### config.mk
export PLATFORM = sky130hd
export DESIGN_NAME = parabrisa_ctrl
export DESIGN_NICKNAME = d
export VERILOG_FILES = /design/src/rtl/parabrisa_pkg.sv /design/src/rtl/parabrisa_popcount.sv /design/src/rtl/parabrisa_ctrl.sv
export SDC_FILE = /design/constraint.sdc
export NUM_CORES = 1
export LEC_CHECK = 0
export BUFFER_PORTS_ARGS = -buffer_cell sky130_fd_sc_hd__buf_2
export CAP_MARGIN = 10
export CORE_MARGIN = 5
export CORE_UTILIZATION = 47
export CTS_CLUSTER_SIZE = 8
export DETAILED_ROUTE_END_ITERATION = 6
export GPL_TIMING_DRIVEN = 0
export PLACE_DENSITY_LB_ADDON = 0.12
export RECOVER_POWER = 50
export SYNTH_ARGS = -nofsm -noshare
export SYNTH_HDL_FRONTEND = slang
export SYNTH_HIERARCHICAL = 1
export SYNTH_SLANG_ARGS = --single-unit
### constraint.sdc
create_clock -name clk_2 -period 2.81 [get_ports clk_2]
set_input_delay 0.562 -clock clk_2 [delete_from_list [all_inputs] [get_ports clk_2]]
set_output_delay 0.562 -clock clk_2 [all_outputs]
set_load 0.1 [all_outputs]
### src/rtl/parabrisa_pkg.sv
// Shared types and helpers for the windshield-wiper controller.
// Wiper states are ordered by intensity so that plain comparison ranks them.
package parabrisa_pkg;

  typedef enum logic [1:0] {
    DESLIGADO    = 2'd0,
    INTERMITENTE = 2'd1,
    BAIXA        = 2'd2,
    ALTA         = 2'd3
  } estado_t;

  typedef enum logic [1:0] {
    AUTO    = 2'd0,
    F_DESL  = 2'd1,
    F_BAIXA = 2'd2,
    F_ALTA  = 2'd3
  } modo_t;

  function automatic estado_t classify_level(input int cnt, input int int_th,
                                             input int low_th, input int high_th);
    estado_t lvl;
    if (cnt >= high_th) begin
      lvl = ALTA;
    end else if (cnt >= low_th) begin
      lvl = BAIXA;
    end else if (cnt >= int_th) begin
      lvl = INTERMITENTE;
    end else begin
      lvl = DESLIGADO;
    end
    return lvl;
  endfunction

  function automatic logic is_upgrade(input estado_t lvl, input estado_t cur);
    return (lvl > cur);
  endfunction

endpackage

### src/rtl/parabrisa_popcount.sv
// Combinational count of asserted rain-sensor bits.
module parabrisa_popcount #(
  parameter int N_SENS = 7,
  parameter int CNT_W  = $clog2(N_SENS + 1)
) (
  input  logic [N_SENS-1:0] bits,
  output logic [CNT_W-1:0]  count
);

  // Sum of all sensor bits
  always_comb begin
    count = '0;
    for (int i = 0; i < N_SENS; i++) begin
      count = count + CNT_W'(bits[i]);
    end
  end

endmodule

### src/rtl/parabrisa_ctrl.sv
// Wiper controller: drop counting, persistence-filtered state selection,
// intermittent wipe pulse and manual override.
module parabrisa_ctrl
  import parabrisa_pkg::*;
#(
  parameter int N_SENS     = 7,
  parameter int CNT_W      = $clog2(N_SENS + 1),
  parameter int INT_TH     = 2,
  parameter int LOW_TH     = 4,
  parameter int HIGH_TH    = 6,
  parameter int PERS_UP    = 3,
  parameter int PERS_DOWN  = 2,
  parameter int INT_PERIOD = 4
) (
  input  logic              clk_2,
  input  logic              reset,
  input  logic              tick,
  input  logic [N_SENS-1:0] chuva,
  input  logic [1:0]        modo,
  output logic [1:0]        estado,
  output logic              motor,
  output logic [CNT_W-1:0]  num_gotas
);

  localparam int PERS_MAX = (PERS_UP > PERS_DOWN) ? PERS_UP : PERS_DOWN;
  localparam int PC_W     = $clog2(PERS_MAX + 1);
  localparam int PER_W    = $clog2(INT_PERIOD);

  if (!(INT_TH >= 1 && INT_TH <= LOW_TH && LOW_TH <= HIGH_TH && HIGH_TH <= N_SENS &&
        PERS_UP >= 1 && PERS_DOWN >= 1 && INT_PERIOD >= 2)) begin : g_param_check
    $error("parabrisa_ctrl: inconsistent threshold/persistence/period parameters");
  end

  estado_t          estado_q, estado_d, cand_q, cand_d, level;
  logic [PC_W-1:0]  pers_cnt_q, pers_cnt_d, n_cnt, req_cnt;
  logic [PER_W-1:0] per_cnt_q, per_cnt_d;
  logic [CNT_W-1:0] num_gotas_q, num_gotas_d;
  logic             motor_q, motor_d, pulse;

  parabrisa_popcount #(.N_SENS(N_SENS), .CNT_W(CNT_W)) u_popcount (
    .bits  (chuva),
    .count (num_gotas_d)
  );

  assign level = classify_level(int'(num_gotas_q), INT_TH, LOW_TH, HIGH_TH);

  // Next state, persistence filter, intermittent period and motor drive
  always_comb begin
    estado_d   = estado_q;
    cand_d     = cand_q;
    pers_cnt_d = pers_cnt_q;
    per_cnt_d  = per_cnt_q;
    n_cnt      = '0;
    req_cnt    = '0;
    pulse      = 1'b0;
    motor_d    = 1'b0;

    case (modo_t'(modo))
      AUTO: begin
        if (tick) begin
          if (level == estado_q) begin
            pers_cnt_d = '0;
            cand_d     = DESLIGADO;
          end else begin
            if (level == cand_q) begin
              n_cnt = (pers_cnt_q == PC_W'(PERS_MAX)) ? pers_cnt_q : pers_cnt_q + PC_W'(1);
            end else begin
              n_cnt = PC_W'(1);
            end
            cand_d  = level;
            req_cnt = is_upgrade(level, estado_q) ? PC_W'(PERS_UP) : PC_W'(PERS_DOWN);
            if (n_cnt >= req_cnt) begin
              estado_d   = level;
              pers_cnt_d = '0;
            end else begin
              pers_cnt_d = n_cnt;
            end
          end
        end else begin
          estado_d = estado_q;
        end
      end
      F_DESL: begin
        estado_d   = DESLIGADO;
        cand_d     = DESLIGADO;
        pers_cnt_d = '0;
      end
      F_BAIXA: begin
        estado_d   = BAIXA;
        cand_d     = DESLIGADO;
        pers_cnt_d = '0;
      end
      F_ALTA: begin
        estado_d   = ALTA;
        cand_d     = DESLIGADO;
        pers_cnt_d = '0;
      end
      default: begin
        estado_d = estado_q;
      end
    endcase

    // Period counts ticks spent in INTERMITENTE; leaving that state restarts it
    if (tick && (estado_q == INTERMITENTE)) begin
      if (per_cnt_q == PER_W'(INT_PERIOD - 1)) begin
        per_cnt_d = '0;
        pulse     = 1'b1;
      end else begin
        per_cnt_d = per_cnt_q + PER_W'(1);
      end
    end else begin
      per_cnt_d = per_cnt_q;
    end
    if (estado_d != INTERMITENTE) begin
      per_cnt_d = '0;
    end else begin
      per_cnt_d = per_cnt_d;
    end

    case (estado_d)
      DESLIGADO:    motor_d = 1'b0;
      INTERMITENTE: motor_d = pulse;
      BAIXA, ALTA:  motor_d = 1'b1;
      default:      motor_d = 1'b0;
    endcase
  end

  // State and output registers
  always_ff @(posedge clk_2 or negedge reset) begin
    if (!reset) begin
      estado_q    <= DESLIGADO;
      cand_q      <= DESLIGADO;
      pers_cnt_q  <= '0;
      per_cnt_q   <= '0;
      num_gotas_q <= '0;
      motor_q     <= 1'b0;
    end else begin
      estado_q    <= estado_d;
      cand_q      <= cand_d;
      pers_cnt_q  <= pers_cnt_d;
      per_cnt_q   <= per_cnt_d;
      num_gotas_q <= num_gotas_d;
      motor_q     <= motor_d;
    end
  end

  assign estado    = estado_q;
  assign motor     = motor_q;
  assign num_gotas = num_gotas_q;

endmodule

==> flow_metrics.tcl, run 1 <==
set metrics [dict create \
    synth_ff_type "dfrtp_1" \
    grt_pass1_wl_um 2860 \
    hold_class "in2async" \
    totalWireLength_um 1550 \
    cts_buffer_depth 2 \
    syn_avg_cell_area_um2 9.88 \
    clk_latency_ns 0.27 \
    finalPower_mw 0.590 \
    synth.top_cells.by_count "inv_1 (14), dfrtp_1 (12), a21oi_1 (8)" \
    muxShareOfSynthArea_pct 1.27 \
    via_count 648 \
    die_x_um 51.0 \
    cp-end-kind "flip-flop" \
    io_buffers 17 \
    yosysTopAreaCell "dfrtp_1" \
    drtAntennaViolNets 0 \
    synth_area_leaders "dfrtp_1 (38%), fa_1 (10%), inv_1 (6.6%)" \
    synth_top_family_by_area "simple AND/OR/NAND/NOR gates" \
    worstReg2RegStart "num_gotas[2]" \
    cpMostUsedCell "fa_1" \
    crit_start "chuva[0]" \
    syn-num-nets 100 \
    synth_top_area_share_pct 38.0 \
    grt_pass1_vias 642 \
    synth_edf_count 0 \
    async_reset_ff_share_pct 100 \
    relSlewSlack_pct 57.3 \
    firstDrtPassIters 4 \
    peakVddDrop_v 0.000397 \
    crit_chain "buf_2, inv_1, fa_1, fa_1, inv_1, fa_1, fa_1" \
    antenna_found_initial 0 \
    setup-tns-final_ns 0 \
    crit_required_ns 2.96 \
    rsz0062_at_grt "false" \
    diodes 0 \
    tightestPinTransition_ns 0.640 \
    gp_congestion 0.795 \
    slew_violations 0 \
    endpoint "num_gotas[1]" \
    final.period_utilization_pct 85.4 \
    reg2reg_setup_slack_ns 0.46 \
    cts_root_buf "clkbuf_4" \
    drive_gt1_share_pct 23.0 \
    n_fill_cell 159 \
    row_count 14 \
    synth_compound_area_share_pct 16.3 \
    cap_violations 0 \
    reg2regPathDepth 8 \
    drc_errors 0 \
    synth.distinct_cells 33 \
    grt_util_all_layers_pct 14.6 \
    synth_area_um2 791 \
    max_stage_delay_ns 0.50 \
    numCtsBuffers 3 \
    area_growth_pct 15.5 \
    synth_adder_area_share_pct 16.5 \
    finalNetCount 122 \
    ys_ff_latch 12 \
    ys_warn_count 6 \
    synth_cells 80 \
    yosysMostFrequentCell "inv_1" \
    dieArea_um2 2600 \
    io_pins 18 \
    synth-xor-area-share_pct 3.16 \
    wl_per_cell_um 13.4 \
    cp_slowest_cell "fa_1" \
    cts_max_level 1 \
    cts.sinks 12 \
    critical_path_class "in2reg" \
    r2r-end "estado[1]" \
    yosys.area_share.simple_pct 17.1 \
    skew_ns 0.00372 \
    initial_core_util_pct 50.7 \
    core-area_um2 1560 \
    setup_viol 0 \
    min_period_ns 2.40 \
    dp_cells 113 \
    p_leak_nw 0.453 \
    ys_seq_area_share_pct 38.0 \
    grt_max_degree 13 \
    ctsResizeCount 0 \
    holdBufCountCts 0 \
    worstPathMaxFanout 1 \
    clk_pin_slew_ns 0.07 \
    overflow 0 \
    cts_tree "yes" \
    drt_iter0_markers 11 \
    arrival_ns 2.55 \
    postPlaceCellArea_um2 896 \
    instances_no_fill 116 \
    status "finished clean" \
    avgViaCountPerCell 5.59 \
    start_kind "input pin" \
    dpl.hpwl_um 1270 \
    powerDensity_nw_per_um2 646 \
    cts_setup_buffers 0 \
    hold_viol_final 0 \
    die_y_um 51.0 \
    fmax_mhz 417 \
    fin_area_um2 913 \
]
critical path, delay by kind of cell:
kind	cells	cell delay, ns
fa+ha+maj	4	1.80
buf+inv	3	0.18
layer usage:
metal  vias up  share of wire [%]  wire (um)  GRT usage [%]
met4         0                1.4         22           8.07
li1        318                  -          -              -
met3         4                3.7         58           2.91
met2        12                 51        799           23.6
met5         -                  0          0              0
met1       314                 43        671           18.3
kinds of logic after synthesis:
group | after synthesis
flip-flops | 12
XOR/XNOR | 2
adder cells (fa/ha/maj) | 8
AO/OA/AOI/OAI | 18
AND/OR/NAND/NOR | 23
multiplexers | 1
buffers and inverters | 16
how the worst min path moves through the flow:
stage,start,endpoint,slack [ns],cells after the start
floorplan,reset,cand_q[0],0.27,0
global route,reset,per_cnt_q[0],0.33,1
global placement,reset,num_gotas[0],0.46,1
CTS,reset,per_cnt_q[0],0.15,1
detailed placement,reset,num_gotas[1],0.45,1
finish,reset,per_cnt_q[0],0.28,1
placed cells by master, fill, tap and decap left out:
master / n
buf_2: 17
inv_1: 14
dfrtp_1: 12
a21oi_1: 8
nand3_1: 4
ha_1: 4
fa_1: 4
nor2_1: 3
nand2_1: 3
clkbuf_4: 3
or2_1: 2
clkbuf_1: 2
nor3_1: 2
o21ai_0: 2
xnor2_1: 1
xnor2_2: 1
and4b_1: 1
nor2b_1: 1
a21boi_0: 1
o2111ai_2: 1
and3_1: 1
nor4_1: 1
a221o_1: 1
nor4b_1: 1
a311o_1: 1
o311ai_0: 1
o211ai_1: 1
a2bb2oi_1: 1
nor3b_1: 1
nand2b_1: 1
or4_4: 1
nand3b_1: 1
mux2i_1: 1
a22oi_1: 1
power by group:
part	switching (mW)	internal, mW
Sequential	0.0229	0.192
Combinational	0.201	0.0680
Clock	0.0554	0.0496
flip-flops by register name, indices dropped and copies added (netlist names):
register and flops:
num_gotas 3, cand_q 2, per_cnt_q 2, estado 2, pers_cnt_q 2, motor 1
final cells by class:
cell class	count	area, um2	share of cell area [%]
buffer	2	8.76	0.959
multi-input combinational	52	425	46.6
timing repair buffer	17	83.8	9.18
inverter	14	52.6	5.75
clock buffer	3	22.5	2.47
tap	16	20.0	2.19
sequential	12	300	32.9
metrics by stage:
| step | hold WS, ns | util, % | setup WS (ns) |
|---|---|---|---|
| 2_1_floorplan | 0.266 | - | 0.0793 |
| 3_3_place_gp | 0.459 | 57.5 | 0.173 |
| 3_5_place_dp | 0.453 | 57.5 | 0.107 |
| 4_1_cts | 0.154 | 58.9 | 0.398 |
| 5_1_grt | 0.328 | 58.6 | 0.261 |
| 6_report | 0.280 | 58.6 | 0.410 |
Power figures use the tool's default switching activity.
==> run 2, diff against run 1 <==
- BUFFER_PORTS_ARGS: -buffer_cell sky130_fd_sc_hd__buf_2 -> -buffer_cell sky130_fd_sc_hd__buf_4
- clock period: 2.81 -> 2.5 ns (I/O delays scaled with it)
==> flow_metrics.tcl, run 2 (synthesis results as in run 1) <==
set metrics [dict create \
    grt_pass1_vias 635 \
    skew_ns 0.00619 \
    hold_viol_final 0 \
    overflow 0 \
    rsz0062_at_grt "false" \
    cts_max_level 1 \
    drt_iter0_markers 6 \
    tightestPinTransition_ns 1.16 \
    io_pins 18 \
    via_count 644 \
    reg2reg_setup_slack_ns 0.19 \
    fmax_mhz 433 \
    antenna_found_initial 0 \
    cts.sinks 12 \
    relSlewSlack_pct 22.7 \
    cts_root_buf "clkbuf_4" \
    worstReg2RegStart "num_gotas[2]" \
    initial_core_util_pct 50.7 \
    dpl.hpwl_um 1260 \
    worstPathMaxFanout 7 \
    cp-end-kind "flip-flop" \
    busiest_layer "met2" \
    min_period_ns 2.31 \
    crit_required_ns 2.69 \
    clk_latency_ns 0.27 \
    final.period_utilization_pct 92.5 \
    dieArea_um2 2600 \
    use_met1_pct 19.2 \
    grt_max_degree 13 \
    clk_pin_slew_ns 0.08 \
    largest_register_ffs 3 \
    arrival_ns 2.50 \
    p_leak_nw 0.466 \
    setup-tns-final_ns 0 \
    hold_class "in2async" \
    use_met3_pct 4.65 \
    totalWireLength_um 1570 \
    cts_setup_buffers 0 \
    avgViaCountPerCell 5.50 \
    finalNetCount 122 \
    grt_use_met2_pct 22.7 \
    instances_no_fill 117 \
    row_count 14 \
    grt_pass1_wl_um 2820 \
    gp_congestion 0.784 \
    firstDrtPassIters 4 \
    slew_violations 0 \
    critical_path_class "reg2reg" \
    peakVddDrop_v 0.000383 \
    crit_start "num_gotas[2]" \
    powerDensity_nw_per_um2 743 \
    endpoint "per_cnt_q[0]" \
    cap_violations 0 \
    status "finished clean" \
    wl_per_cell_um 13.4 \
    die_x_um 51.0 \
    cts_tree "yes" \
    most-common-layout-cells "inv_1 (14), buf_4 (14), dfrtp_1 (9), a21oi_1 (8)" \
    numCtsBuffers 3 \
    start_kind "flip-flop" \
    area_growth_pct 22.6 \
    fin_area_um2 970 \
    drc_errors 0 \
    diodes 0 \
    io_buffers 17 \
    setup_viol 0 \
    drive_gt1_share_pct 26.7 \
    grt_util_all_layers_pct 14.5 \
    r2r-end "per_cnt_q[0]" \
    postPlaceCellArea_um2 943 \
    drtAntennaViolNets 0 \
    cts_buffer_depth 2 \
    dp_cells 113 \
    core-area_um2 1560 \
    reg2regPathDepth 8 \
    die_y_um 51.0 \
]
==> run 2: changes by cell type in the layout (fill, tap and decap cells not counted), sizes merged <==
| cell | delta |
|---|---|
| clkbuf | +3 |
| buf | -2 |
==> run 2: how the worst min path moves through the flow <==
stage	from	to	slack, ns	depth (start not counted)
floorplan	reset	cand_q[0]	0.20	0
global placement	reset	num_gotas[0]	0.35	1
detailed placement	reset	per_cnt_q[0]	0.35	1
CTS	reset	cand_q[0]	0.05	1
global route	reset	num_gotas[0]	0.26	1
finish	reset	cand_q[0]	0.21	1
==> run 2: timing repair <==
action / in CTS / in global routing
endpoints found under the hold margin: 0 / 0
hold buffers: 0 / 0
setup endpoints to repair: 0 / 1
resized for setup: 0 / 1
==> run 2: area by class of cell <==
class | instances | area [um2]
buffer | 2 | 8.76
clock buffer | 4 | 36.3
timing repair buffer | 17 | 116
sequential | 12 | 304
inverter | 14 | 52.6
tap | 16 | 20.0
fill | 136 | 589
multi-input combinational | 52 | 432
==> run 2: layer usage <==
metal	routed length [um]	up-vias
met3	60	2
li1	-	319
met5	0	-
met4	15	0
met1	695	313
met2	793	10
==> run 2: per-stage QoR <==
stage	total power, mW	hold WS [ns]	utilization, %	worst slack (ns)
after floorplan	0.495	0.204	-	0.0420
after global placement	0.571	0.352	60.5	-0.0830
after detailed placement	0.578	0.349	60.5	-0.108
after CTS	0.734	0.0476	62.8	0.154
after global routing	0.764	0.256	62.2	0.0433
final	0.720	0.214	62.2	0.188
==> run 2: power by group <==
part / internal, mW / switching [mW] / total [mW] / leakage (nW)
Clock: 0.0885 / 0.0647 / 0.153 / 0.0210
Sequential: 0.218 / 0.0289 / 0.247 / 0.149
Combinational: 0.0889 / 0.231 / 0.320 / 0.296
==> run 2: worst max-delay path, stage by stage (launching register included) <==
cell     delay [ns]
dfrtp_1        0.47
buf_2          0.16
ha_1           0.32
a21oi_1        0.16
a21oi_1        0.06
ha_1           0.29
nor2b_2        0.07
or4_4          0.52
a21oi_1        0.17
==> run 3, diff against run 2 <==
--- a/constraint.sdc
+++ b/constraint.sdc
@@ -3,2 +3,2 @@
 set_output_delay 0.5 -clock clk_2 [all_outputs]
-set_load 0.1 [all_outputs]
+set_load 0.01 [all_outputs]
==> flow_metrics.tcl, run 3 (synthesis results as in run 1) <==
set metrics [dict create \
    status "finished clean" \
    clk_latency_ns 0.27 \
    r2r-end "per_cnt_q[0]" \
    overflow 0 \
    worstReg2RegStart "num_gotas[2]" \
    hold_viol_final 0 \
    wl_per_cell_um 13.1 \
    hold_class "in2async" \
    seqPwrFrac_pct 41.7 \
    arrival_ns 2.52 \
    cts_max_level 1 \
    cts_tree "yes" \
    drive_gt1_share_pct 23.8 \
    largest_register_ffs 3 \
    worstPathMaxFanout 7 \
    antenna_found_initial 0 \
    io_pins 18 \
    p_clk_share_pct 26.7 \
    drc_errors 0 \
    cp-end-kind "flip-flop" \
    setup_slack_ns 0.170 \
    peakVddDrop_v 0.000315 \
    skew_ns 0.00714 \
    totalWireLength_um 1540 \
    relSlewSlack_pct 55.1 \
    dp_cells 113 \
    cp_slowest_cell "or4_4" \
    clk_pin_slew_ns 0.08 \
    tightestPinTransition_ns 0.674 \
    min_period_ns 2.33 \
    firstDrtPassIters 4 \
    critical_path_class "reg2reg" \
    grt_util_all_layers_pct 13.6 \
    holdBufCountCts 0 \
    crit_start "num_gotas[2]" \
    gp_congestion 0.779 \
    crit_required_ns 2.69 \
    die_x_um 51.0 \
    die_y_um 51.0 \
    fmax_mhz 429 \
    initial_core_util_pct 50.7 \
    cts.sinks 12 \
    place_ws_ns -0.0825 \
    grt_max_degree 13 \
    final.period_utilization_pct 93.2 \
    n_fill_cell 137 \
    grt_pass1_wl_um 2740 \
    fin_util_pct 62.0 \
    finalPower_mw 0.586 \
    endpoint "per_cnt_q[0]" \
    instances_no_fill 117 \
    slew_violations 0 \
    grt_pass1_vias 656 \
    p_comb_share_pct 31.6 \
    numCtsBuffers 3 \
    reg2regPathDepth 8 \
    cts_root_buf "clkbuf_4" \
    p_leak_nw 0.469 \
    rsz0062_at_grt "false" \
    cap_violations 0 \
    cts_buffer_depth 2 \
    start_kind "flip-flop" \
    powerDensity_nw_per_um2 607 \
    most-common-layout-cells "inv_1 (14), buf_4 (14), dfrtp_1 (12), a21oi_1 (8)" \
    reg2reg_setup_slack_ns 0.17 \
    dpl.hpwl_um 1220 \
    finalNetCount 122 \
    dieArea_um2 2600 \
    crit_chain "buf_2, ha_1, a21oi_1, a21oi_1, ha_1, nor2b_2, or4_4, a21oi_1" \
    area_growth_pct 22.2 \
    cpMostUsedCell "a21oi_1" \
    diodes 0 \
    swShare_pct 33.2 \
    max_stage_delay_ns 0.53 \
    core-area_um2 1560 \
    io_buffers 17 \
    drtAntennaViolNets 0 \
    row_count 14 \
    via_count 671 \
    avgViaCountPerCell 5.74 \
    setup_viol 0 \
    drt_iter0_markers 19 \
    power.switching_mw 0.195 \
    setup-tns-final_ns 0 \
    intPower_mw 0.392 \
]
[run 3: cell counts in the layout (fill, tap and decap cells not counted)]
No cell type changed its count.
[run 3: per-stage QoR]
| step | hold WS, ns | instance area, um2 |
|---|---|---|
| finish | 0.227 | 966 |
| global route | 0.270 | 966 |
| CTS | 0.0536 | 975 |
| detailed placement | 0.351 | 938 |
| global placement | 0.350 | 938 |
| floorplan | 0.204 | 791 |
[run 3: worst min path at each step]
| stage | start | slack (ns) | to |
|---|---|---|---|
| after floorplan | reset | 0.20 | cand_q[0] |
| after global placement | reset | 0.35 | num_gotas[0] |
| after detailed placement | reset | 0.35 | num_gotas[2] |
| after CTS | reset | 0.05 | per_cnt_q[1] |
| after global routing | reset | 0.27 | per_cnt_q[1] |
| final | reset | 0.23 | per_cnt_q[1] |
[run 3: power groups by stage]
stage	registers [mW]	clock network (mW)	logic (mW)
2_1_floorplan	0.252	0	0.111
3_3_place_gp	0.248	0	0.186
3_5_place_dp	0.248	0	0.191
4_1_cts	0.244	0.159	0.192
5_1_grt	0.247	0.173	0.210
6_report	0.244	0.157	0.185
[run 3: critical path: cells and delay by family, from the launching register on]
family                     cells  cell delay (ns)
buffers and inverters          1             0.16
and+or+nand+nor                2             0.72
adders and majority gates      2             0.49
AOI/OAI and AO/OA              3             0.40
DFF                            1             0.48
[run 3: what timing repair did]
| action | in CTS | in global routing |
|---|---|---|
| buffers inserted | 0 | 0 |
| endpoints found under the setup margin | 0 | 5 |
| gates resized for setup | 0 | 1 |
[run 3: per-layer routing]
metal / wire, um / track usage [%] / share of wire [%]
met1: 693 / 17.9 / 45
met2: 762 / 22.1 / 50
met3: 64 / 2.62 / 4.2
met4: 17 / 4.93 / 1.1
met5: 0 / 0 / 0
[run 3: layout make-up]
cell class | count | area, um2 | share of cell area (%)
Multi-Input combinational cell | 52 | 432 | 44.7
Tap cell | 16 | 20.0 | 2.07
Timing Repair Buffer | 17 | 116 | 12.0
Inverter | 14 | 52.6 | 5.44
Buffer | 2 | 8.76 | 0.907
Clock buffer | 4 | 36.3 | 3.76
Sequential cell | 12 | 300 | 31.1
